**config.mk**
```make
export PLATFORM = sky130hd
export DESIGN_NAME = cpu_bus_mem_bridge_flat
export DESIGN_NICKNAME = d
export VERILOG_FILES = /design/src/rtl/cpu_bus_mem_bridge_if.sv /design/src/rtl/cpu_bus_mem_bridge.sv /design/src/flat_wrapper.sv
export SDC_FILE = /design/constraint.sdc
export NUM_CORES = 2
export LEC_CHECK = 0
export BUFFER_PORTS_ARGS = -buffer_cell sky130_fd_sc_hd__buf_2
export CORE_MARGIN = 2
export CORE_UTILIZATION = 50
export DETAILED_ROUTE_END_ITERATION = 10
export PLACE_DENSITY = 0.66
export SETUP_SLACK_MARGIN = 0.4
export SYNTH_ARGS = -nofsm -noshare
export SYNTH_HDL_FRONTEND = slang
export SYNTH_SLANG_ARGS = --single-unit
```
**constraint.sdc**
```tcl
create_clock -name clk -period 18.5 [get_ports clk]
set_clock_uncertainty 0.15 [all_clocks]
set_input_delay 1.85 -clock clk [delete_from_list [all_inputs] [get_ports clk]]
set_output_delay 1.85 -clock clk [all_outputs]
set_load 0.03 [all_outputs]
```
**src/rtl/cpu_bus_mem_bridge_if.sv**
```systemverilog
// cpu_bus_mem_bridge_if: handler pin bundle; master = CPU handler, slave = memory bridge
//   bus_a_in  : address bytes, then the write flag in bit 0 (handler -> memory)
//   bus_d_in  : write-data bytes (handler -> memory)
//   bus_d_out : read-data byte (memory -> handler)
//   bus_d_oe  : high while the memory side drives bus_d_out
interface cpu_bus_mem_bridge_if;
  logic [7:0] bus_a_in;
  logic [7:0] bus_d_in;
  logic [7:0] bus_d_out;
  logic       bus_d_oe;
  modport master (output bus_a_in, bus_d_in, input bus_d_out, bus_d_oe);
  modport slave (input bus_a_in, bus_d_in, output bus_d_out, bus_d_oe);
endinterface

```
**src/rtl/cpu_bus_mem_bridge.sv**
```systemverilog
// cpu_bus_mem_bridge: memory endpoint of the 18-phase handler pin protocol with a side preload port
//   clk, rst  : shared clock, async active-high reset
//   bus       : handler pins (slave side)
//   ld_we/ld_idx/ld_data -> ld_ack : preload a RAM word while the frame is in phase 0
//   acc_done  : pulse after each frame access; acc_we: last access was a write
//   addr_err  : sticky out-of-range access flag
module cpu_bus_mem_bridge #(
  parameter int AW         = 4,
  parameter int FRAME_LAST = 17
) (
  input  logic                  clk,
  input  logic                  rst,
  cpu_bus_mem_bridge_if.slave   bus,
  input  logic                  ld_we,
  input  logic [AW-1:0]         ld_idx,
  input  logic [63:0]           ld_data,
  output logic                  ld_ack,
  output logic                  acc_done,
  output logic                  acc_we,
  output logic                  addr_err
);
  localparam int PW = $clog2(FRAME_LAST + 1);
  logic [PW-1:0] phase_q, phase_d;
  logic [63:0]   addr_q, addr_d, wdata_q, wdata_d, rd_word_q, rd_word_d;
  logic [7:0]    dout_q, dout_d;
  logic          we_q, we_d, oe_q, oe_d, ld_ack_q, ld_ack_d;
  logic          acc_done_q, acc_done_d, acc_we_q, acc_we_d, addr_err_q, addr_err_d;
  logic [63:0]   mem [0:(1<<AW)-1];
  logic [2:0]    sel;
  logic          cap, ret, cur_we, in_q, in_d, ld_go, wr_go;
  // sel = phase-1 mod 8: byte lane for capture (phases 1..8) and for return (phases 9..16)
  always_comb begin
    sel        = phase_q[2:0] - 3'd1;
    cap        = phase_q >= PW'(1) && phase_q <= PW'(8);
    ret        = phase_q >= PW'(9) && phase_q <= PW'(16);
    phase_d    = (phase_q == PW'(FRAME_LAST)) ? '0 : phase_q + PW'(1);
    addr_d     = addr_q;
    wdata_d    = wdata_q;
    if (cap) begin
      addr_d[{sel, 3'b000} +: 8]  = bus.bus_a_in;
      wdata_d[{sel, 3'b000} +: 8] = bus.bus_d_in;
    end
    in_q       = addr_q[63:AW+3] == '0;
    in_d       = addr_d[63:AW+3] == '0;
    rd_word_d  = (phase_q == PW'(8)) ? (in_d ? mem[addr_d[AW+2:3]] : '0) : rd_word_q;
    // the write flag is on the pins during phase 9 itself, so that edge uses it directly
    cur_we     = (phase_q == PW'(9)) ? bus.bus_a_in[0] : we_q;
    we_d       = cur_we;
    oe_d       = ret && !cur_we;
    dout_d     = oe_d ? rd_word_q[{sel, 3'b000} +: 8] : '0;
    ld_go      = phase_q == '0 && ld_we;
    wr_go      = phase_q == PW'(9) && bus.bus_a_in[0] && in_q;
    ld_ack_d   = ld_go;
    acc_done_d = phase_q == PW'(9);
    acc_we_d   = acc_done_d ? bus.bus_a_in[0] : acc_we_q;
    addr_err_d = addr_err_q | (acc_done_d && !in_q);
  end
  always_ff @(posedge clk or posedge rst) begin
    if (rst) begin
      phase_q    <= '0;
      addr_q     <= '0;
      wdata_q    <= '0;
      rd_word_q  <= '0;
      we_q       <= 1'b0;
      dout_q     <= '0;
      oe_q       <= 1'b0;
      ld_ack_q   <= 1'b0;
      acc_done_q <= 1'b0;
      acc_we_q   <= 1'b0;
      addr_err_q <= 1'b0;
    end else begin
      phase_q    <= phase_d;
      addr_q     <= addr_d;
      wdata_q    <= wdata_d;
      rd_word_q  <= rd_word_d;
      we_q       <= we_d;
      dout_q     <= dout_d;
      oe_q       <= oe_d;
      ld_ack_q   <= ld_ack_d;
      acc_done_q <= acc_done_d;
      acc_we_q   <= acc_we_d;
      addr_err_q <= addr_err_d;
    end
  end
  // RAM keeps its contents through reset; preload (phase 0) and frame write (phase 9) are exclusive
  always_ff @(posedge clk) begin
    if (ld_go) mem[ld_idx] <= ld_data;
    else if (wr_go) mem[addr_q[AW+2:3]] <= wdata_q;
  end
  assign bus.bus_d_out = dout_q;
  assign bus.bus_d_oe  = oe_q;
  assign ld_ack        = ld_ack_q;
  assign acc_done      = acc_done_q;
  assign acc_we        = acc_we_q;
  assign addr_err      = addr_err_q;
endmodule

```
**src/flat_wrapper.sv**
```systemverilog
// flat-port wrapper written by rule: the top's interface ports become plain ports
module cpu_bus_mem_bridge_flat 
#(
  parameter int AW         = 4,
  parameter int FRAME_LAST = 17
)
  (clk, rst, ld_we, ld_idx, ld_data, ld_ack, acc_done, acc_we, addr_err, bus_bus_a_in, bus_bus_d_in, bus_bus_d_out, bus_bus_d_oe);
  cpu_bus_mem_bridge_if bus_i ();
  input  logic clk;
  input  logic rst;
  input  logic ld_we;
  input  logic [AW-1:0] ld_idx;
  input  logic [63:0] ld_data;
  output logic ld_ack;
  output logic acc_done;
  output logic acc_we;
  output logic addr_err;
  input wire logic [$bits(bus_i.bus_a_in)-1:0] bus_bus_a_in;
  input wire logic [$bits(bus_i.bus_d_in)-1:0] bus_bus_d_in;
  output wire logic [$bits(bus_i.bus_d_out)-1:0] bus_bus_d_out;
  output wire logic [$bits(bus_i.bus_d_oe)-1:0] bus_bus_d_oe;
  assign bus_i.bus_a_in = bus_bus_a_in;
  assign bus_i.bus_d_in = bus_bus_d_in;
  assign bus_bus_d_out = bus_i.bus_d_out;
  assign bus_bus_d_oe = bus_i.bus_d_oe;
  cpu_bus_mem_bridge #(.AW(AW), .FRAME_LAST(FRAME_LAST)) u_core (.clk(clk), .rst(rst), .bus(bus_i), .ld_we(ld_we), .ld_idx(ld_idx), .ld_data(ld_data), .ld_ack(ld_ack), .acc_done(acc_done), .acc_we(acc_we), .addr_err(addr_err));
endmodule
```
-- Word level (Yosys, flattened, before mapping)
Memories as Yosys holds them, arrays and structs flattened.
Index checks and enable logic that the tools add are counted.
Widths: inputs -> output; s select.
- $add $sub $neg: 3
- magnitude comparators: 4
- equal/unequal tests: 3
- shifts and indexed selects: 4
- muxes and demuxes: 15
- bitwise gates (word level): 1
- reductions and logical operators: 13
- operators with widths (kind ; count):
    $mux 64 ; 3
    $bwmux 64 ; 2
    $shiftx 8x8->64 ; 2
    $logic_not 57->1 ; 2
    $reduce_or 64->1 ; 1
    $shift 8x8->64 const A ; 1
    $shiftx 64x7->8 ; 1
    $eq 5x4->1 const B ; 2
    $mux 8 ; 1
    $neg 6->8 ; 1
    $logic_and 1x1->1 ; 7
    $mux 1 ; 7
    $add 5x1->5 const B ; 1
    $eq 5x5->1 const B ; 1
    $ge 5x1->1 const B ; 1
    $ge 5x4->1 const B ; 1
    $le 5x4->1 const B ; 1
    $le 5x5->1 const B ; 1
    $logic_not 5->1 ; 1
    $mux 5 ; 1
    $mux 4 ; 1
    $sub 3x1->3 const B ; 1
    $logic_not 1->1 ; 2
    $or 1x1->1 ; 1
- bits in registers: 211
- memory bits (writable): 1024
- input port bits: 87
- word-level logic and storage cells: 56
- memories kept: 1
- memories (memory ; words ; bits a word ; rd ports ; clocked after Yosys merged registers in ; wr ports ; RTL line ; RTL):
    u_core.mem ; 16 ; 64 ; 1 ; 0 ; 1 ; cpu_bus_mem_bridge.sv:28 ; logic [63:0] mem [0:(1<<AW)-1];

-- Logic depth before layout (Yosys ltp)
- word-level depth: 8
- mapped depth: 18
- gate-level depth less buffers: 13

-- Worst setup path before layout
OpenSTA, ideal clock, no wires.
- path type: input-to-reg
- from: input port bus_bus_a_in[0]
- to: memory u_core.mem[0][0], enable pin
- data arrival time: 5.480 ns
- data required time: 17.863 ns
- path slack: 12.383 ns
- cell stages on the path: 5
- cells stage by stage: nand3_1 -> clkbuf_1 -> buf_1 -> a31oi_1 -> nor2_1
- cells in the longest elaborated chain, start to end: 7
- RTL lines (item ; RTL line ; RTL):
    start: declaration ; flat_wrapper.sv:18 ; input wire logic [$bits(bus_i.bus_a_in)-1:0] bus_bus_a_in;
    $logic_and 1x1->1 (*) (2 in series) ; cpu_bus_mem_bridge.sv:52 ; wr_go = phase_q == PW'(9) && bus.bus_a_in[0] && in_q;
    $mux 1 (*) ; cpu_bus_mem_bridge.sv:88 ; else if (wr_go) mem[addr_q[AW+2:3]] <= wdata_q;
    $mux 1 (*) ; cpu_bus_mem_bridge.sv:87 ; if (ld_go) mem[ld_idx] <= ld_data;
    $mux 1 (implied by the code) (*) ; cpu_bus_mem_bridge.sv:88 ;
    $reduce_or 64->1 (no line) ; - ;
    $mux 4 (no line) / $mux 1 (equally long branches) ; - ;
    end: declaration ; cpu_bus_mem_bridge.sv:28 ;
Mark *: on every way between the ends. The rest lies on a longest branch, timed or not.

-- Worst setup path after layout
- from: register u_core.phase_q[1]
- to: register u_core.rd_word_q[25]
- cells in the longest elaborated chain, start to end: 7
- RTL lines (item ; RTL line ; RTL):
    start: declaration ; cpu_bus_mem_bridge.sv:23 ; logic [PW-1:0] phase_q, phase_d;
    start signal: assignment ; cpu_bus_mem_bridge.sv:72 ; phase_q <= phase_d;
    $sub 3x1->3 ; cpu_bus_mem_bridge.sv:33 ; sel = phase_q[2:0] - 3'd1;
    $neg 6->8 ; cpu_bus_mem_bridge.sv:40 ; addr_d[{sel, 3'b000} +: 8] = bus.bus_a_in;
    $shiftx 8x8->64 / $shift 8x8->64 (equally long branches) ; cpu_bus_mem_bridge.sv:40 ;
    $bwmux 64 ; cpu_bus_mem_bridge.sv:40 ;
    $mux 64 ; cpu_bus_mem_bridge.sv:39 ; if (cap) begin
    $mem_v2 16x64 / $logic_not 57->1 (equally long branches) ; - ;
    $mux 64 ; cpu_bus_mem_bridge.sv:45 ; rd_word_d = (phase_q == PW'(8)) ? (in_d ? mem[addr_d[AW+2:3]] : '0) : rd_word_q;
    end signal: assignment ; cpu_bus_mem_bridge.sv:75 ; rd_word_q <= rd_word_d;
    end: declaration ; cpu_bus_mem_bridge.sv:24 ; logic [63:0] addr_q, addr_d, wdata_q, wdata_d, rd_word_q, rd_word_d;
Parallel ways exist; a longest one is shown, timed or not.
A chain may end at the register's enable or synchronous reset.

==> results by stage <==
Placement:
- The congestion estimate from routability-driven global placement came to 0.924.
- The HPWL after detailed placement is 72900 microns.
- The count of input and output buffers is 99.

Yosys:
- Yosys printed 0 warnings.
- The fraction of post-synthesis cell area in the top cell type by area is 0.636.
- The post-synthesis instance area is 0.0483 sq mm.
- The number of enable flip-flop cells after synthesis is 1024.
- The cell with the most instances after synthesis is sky130_fd_sc_hd__edfxtp_1.
- A synthesized cell averages 16.4 sq um.
- The number of standard cells after synthesis is 2955.
- In the post-synthesis netlist, the biggest area contributors are sky130_fd_sc_hd__edfxtp_1 64%, sky130_fd_sc_hd__mux2i_1 11%, sky130_fd_sc_hd__dfrtp_1 11%, sky130_fd_sc_hd__o22ai_1 3.3%, sky130_fd_sc_hd__mux2_2 1.9%.
- The synthesized design spends more area on one cell type than any other, namely sky130_fd_sc_hd__edfxtp_1.
- The net count after synthesis is 3049.
- Of the synthesized area, sequential elements account for 0.744.
- The most frequently used flop master after synthesis is sky130_fd_sc_hd__edfxtp_1.
- The proportion of register bits with asynchronous set or reset after synthesis is 0.169.
- Synthesis instantiated 60 different standard cells from the library.
- The number of register bits inferred by synthesis is 1232.
- The commonest cells after synthesis are 1024 x sky130_fd_sc_hd__edfxtp_1, 539 x sky130_fd_sc_hd__mux2i_1, 256 x sky130_fd_sc_hd__o22ai_1, 229 x sky130_fd_sc_hd__nand2_1, 208 x sky130_fd_sc_hd__dfrtp_1.

Clock tree:
- The clock transition time at the flip-flop clock pins of the worst setup and hold paths is 0.07 ns.
- The number of hold buffers added after CTS was 0.
- The post-cts repair resize count is 0.
- The number of buffers inserted to repair setup after CTS is 0.
- In this run the deepest clock path goes through 3 buffers.
- The count of H-tree levels built during CTS is 3.
- The clock root buffer is sky130_fd_sc_hd__clkbuf_16.
- The clock reaches the later pin of the worst-skew pair after 0.72 ns.
- The total clock buffers created by CTS is 119.
- The number of sinks handled by clock tree synthesis is 1232.
- TritonCTS built the clock tree.

Route:
- The count of TritonRoute iterations in the first routing pass is 6.
- The routed layout has 27900 vias.
- For this run, design rule violations remaining after detail routing come to 0.
- Dividing the detail-routed via count by the number of cells gives 6.27.
- The average wire per cell in the routed design is 30.1 microns.
- The DRC marker count from the first detailed-route iteration is 3018.
- The remaining number of nets flagged by the antenna check after routing is 0.
- The total wirelength of the detailed-routed design is 134000 microns.

Global routing:
- For this run, the total global-route usage over all layers was measured as 0.270.
- The leftover overflow at the end of global routing is 0.
- The number of antenna violations at the first check in global routing came to 8.
- The via count of the first global-routing pass is 27100.
- Entering global routing, the biggest net connects 136 pins.
- The first global-routing pass estimated 190000 microns of wire.

Finish:
- Compared with the post-synthesis result, the final layout area differs by 12.4%.
- At the end of the flow, the number of nets in the layout was 3157.
- The share of post-route cells with drive strength above 1 is 0.154.

Power and ir drop:
- The net switching power is 1.20 mW.
- The design draws 5.72 mW.
- The largest vdd supply drop is 0.0842 mV.
- Of the total power, the share spent switching nets is 0.210.
- For this design the static power due to leakage is 20.0 nW.
- The part of the power in combinational logic is 0.040.
- Cell internal power was estimated by the tool at 4.52 mW.
- Of the total power, the clock network draws 0.429.
- For this design the ratio of total power to cell area is 105 mW/mm^2.
- Of the total power, registers draw 0.531.

Setup path:
- The capturing element type of the critical path is a flip-flop.
- The type of the worst setup path is reg2reg.
- The slowest stage of the critical path is the sky130_fd_sc_hd__mux2_8 cell.
- STA classifies the critical path startpoint as a flip-flop.
- Traced cell by cell, the critical path runs through inv_1, ha_1, xor2_2, inv_2, ha_1, and4b_1, nand2_1, mux2_8, buf_4, buf_4, mux2i_1, o22ai_1, nor4_1, o21ai_1.
- The worst path arrival time is 7.62 ns.
- STA puts the critical path data required time at 18.91 ns.
- The maximum cell stage delay along the critical path is 0.92 ns.
- Among cell families on the critical path, the largest total delay comes from buffers and inverters.
- The number of buffers and inverters on the critical path is 4.
- Of all nets on the critical path, the largest fanout is 88.

Die:
- The floorplan step set the die width to 315 microns.
- The initial core utilization is 0.502.
- The core area is 0.0963 sq mm.
- The number of ports placed on the die boundary is 100.
- The y dimension of the die is 315 microns.
- The cell row count is 114.
- The floorplan step defined a die boundary enclosing 0.0992 sq mm.

Worst hold path:
- The min-delay analysis places its worst path in the category reg2reg.

Timing:
- The slew at the pin with the worst max-slew slack is 1.22 ns.
- Based on the critical path, the design can be clocked at up to 139 MHz.
- The final cycle utilization of the critical path is 0.390.
- In this run the tightest slew margin relative to its limit is 0.181.
- The final hold violation count is 0.
- The final critical delay including setup and external delays is 7.21 ns.
- Setup repair after global routing left no endpoint under its margin.
- Adding up every negative setup slack in the final design gives 0 ns.
- The total count of max-transition violations in the final report is 0.
- Setup violations remaining at the end of the flow were counted as 0.

Run:
- The number of max-capacitance violations reported is 0.

Run status:
- The flow ran to the end, and the final reports show no timing, DRC or antenna violations.
sequential cells by signal (all words and copies together), names as in the netlist:
name	flops
u_core.addr_q	61
u_core.rd_word_q	64
u_core.we_q	1
u_core.acc_we	1
u_core.wdata_q	64
u_core.ld_ack	1
u_core.addr_err	1
u_core.mem	1024
u_core.bus.bus_d_oe	1
u_core.acc_done	1
u_core.phase_q	5
u_core.bus.bus_d_out	8
power groups by stage:
stage          Sequential (mW)  Clock, mW  Combinational [mW]
2_1_floorplan             3.08          0               0.143
3_3_place_gp              3.09          0               0.218
3_5_place_dp              3.09          0               0.225
4_1_cts                   3.03       2.47               0.226
5_1_grt                   3.03       2.59               0.243
6_report                  3.04       2.45               0.228
placed cells by master, fill, tap and decap left out, types with 74 or more instances in the layout:
| cell type | n |
|---|---|
| sky130_fd_sc_hd__nand2_1 | 229 |
| sky130_fd_sc_hd__edfxtp_1 | 1024 |
| sky130_fd_sc_hd__o22ai_1 | 256 |
| sky130_fd_sc_hd__mux2_2 | 82 |
| sky130_fd_sc_hd__clkbuf_16 | 122 |
| sky130_fd_sc_hd__dfrtp_1 | 208 |
| sky130_fd_sc_hd__mux2i_1 | 539 |
| sky130_fd_sc_hd__buf_2 | 99 |
| sky130_fd_sc_hd__o21ai_0 | 97 |
| sky130_fd_sc_hd__nor4_1 | 74 |
final cells by class:
type	count	area, sq um
antenna	2	5.00
clock buffer	153	3310
clock inverter	74	676
fill	7316	42000
inverter	40	158
multi-input combinational	1512	11700
sequential	1232	36000
tap	1276	1600
timing repair buffer	158	951
worst paths after layout:
| check | start | slack, ns | cells after the start | to |
|---|---|---|---|---|
| max in group asynchronous | rst | 15.58 | 3 | u_core.rd_word_q[17] |
| min in group asynchronous | rst | 1.06 | 2 | u_core.acc_we |
| worst min-delay path | u_core.addr_q[11] | 0.33 | 2 | u_core.addr_q[11] |
| worst max register to register | u_core.phase_q[1] | 11.29 | 14 | u_core.rd_word_q[25] |
| worst max-delay path | u_core.phase_q[1] | 11.29 | 14 | u_core.rd_word_q[25] |
| worst min register to register | u_core.addr_q[11] | 0.33 | 2 | u_core.addr_q[11] |
metrics by stage:
step           hold slack [ns]  cells   util  instance area (sq um)  worst slack (ns)
5_1_grt                  0.357   4445  0.564                  54300             10.98
6_report                 0.334   4447  0.564                  54300             11.29
3_3_place_gp             0.307   4218  0.523                  50300             11.69
2_1_floorplan            0.296   2955      -                  48300             10.82
4_1_cts                  0.334   4445  0.564                  54300             11.40
3_5_place_dp             0.316   4218  0.523                  50300             11.42
tightest hold or removal path: cells and delay by family, from the launching register on:
family          cells  cell delay [ns]
compound gates      1             0.06
flops               1             0.34
simple gates        1             0.05
routing by layer:
| metal | vias up | global-route usage | wire length, microns |
|---|---|---|---|
| met5 | - | 0 | 73 |
| met4 | 12 | 0.0854 | 3750 |
| met3 | 220 | 0.0844 | 15300 |
| met2 | 1453 | 0.392 | 58900 |
| met1 | 14500 | 0.392 | 56000 |
| li1 | 11700 | - | - |
kinds of logic (layout without fill, tap and decap cells):
family / Yosys count / after routing / synth area share
compound gates: 446 / 446 / 0.0538
simple gates: 417 / 417 / 0.0425
buf+inv: 211 / 425 / 0.0183
other cells: 0 / 2 / 0
xor+xnor: 2 / 2 / 0.000518
fa+ha+maj: 7 / 7 / 0.00181
flops: 1232 / 1232 / 0.744
mux: 640 / 640 / 0.139
(Power assumes the default switching activity.)
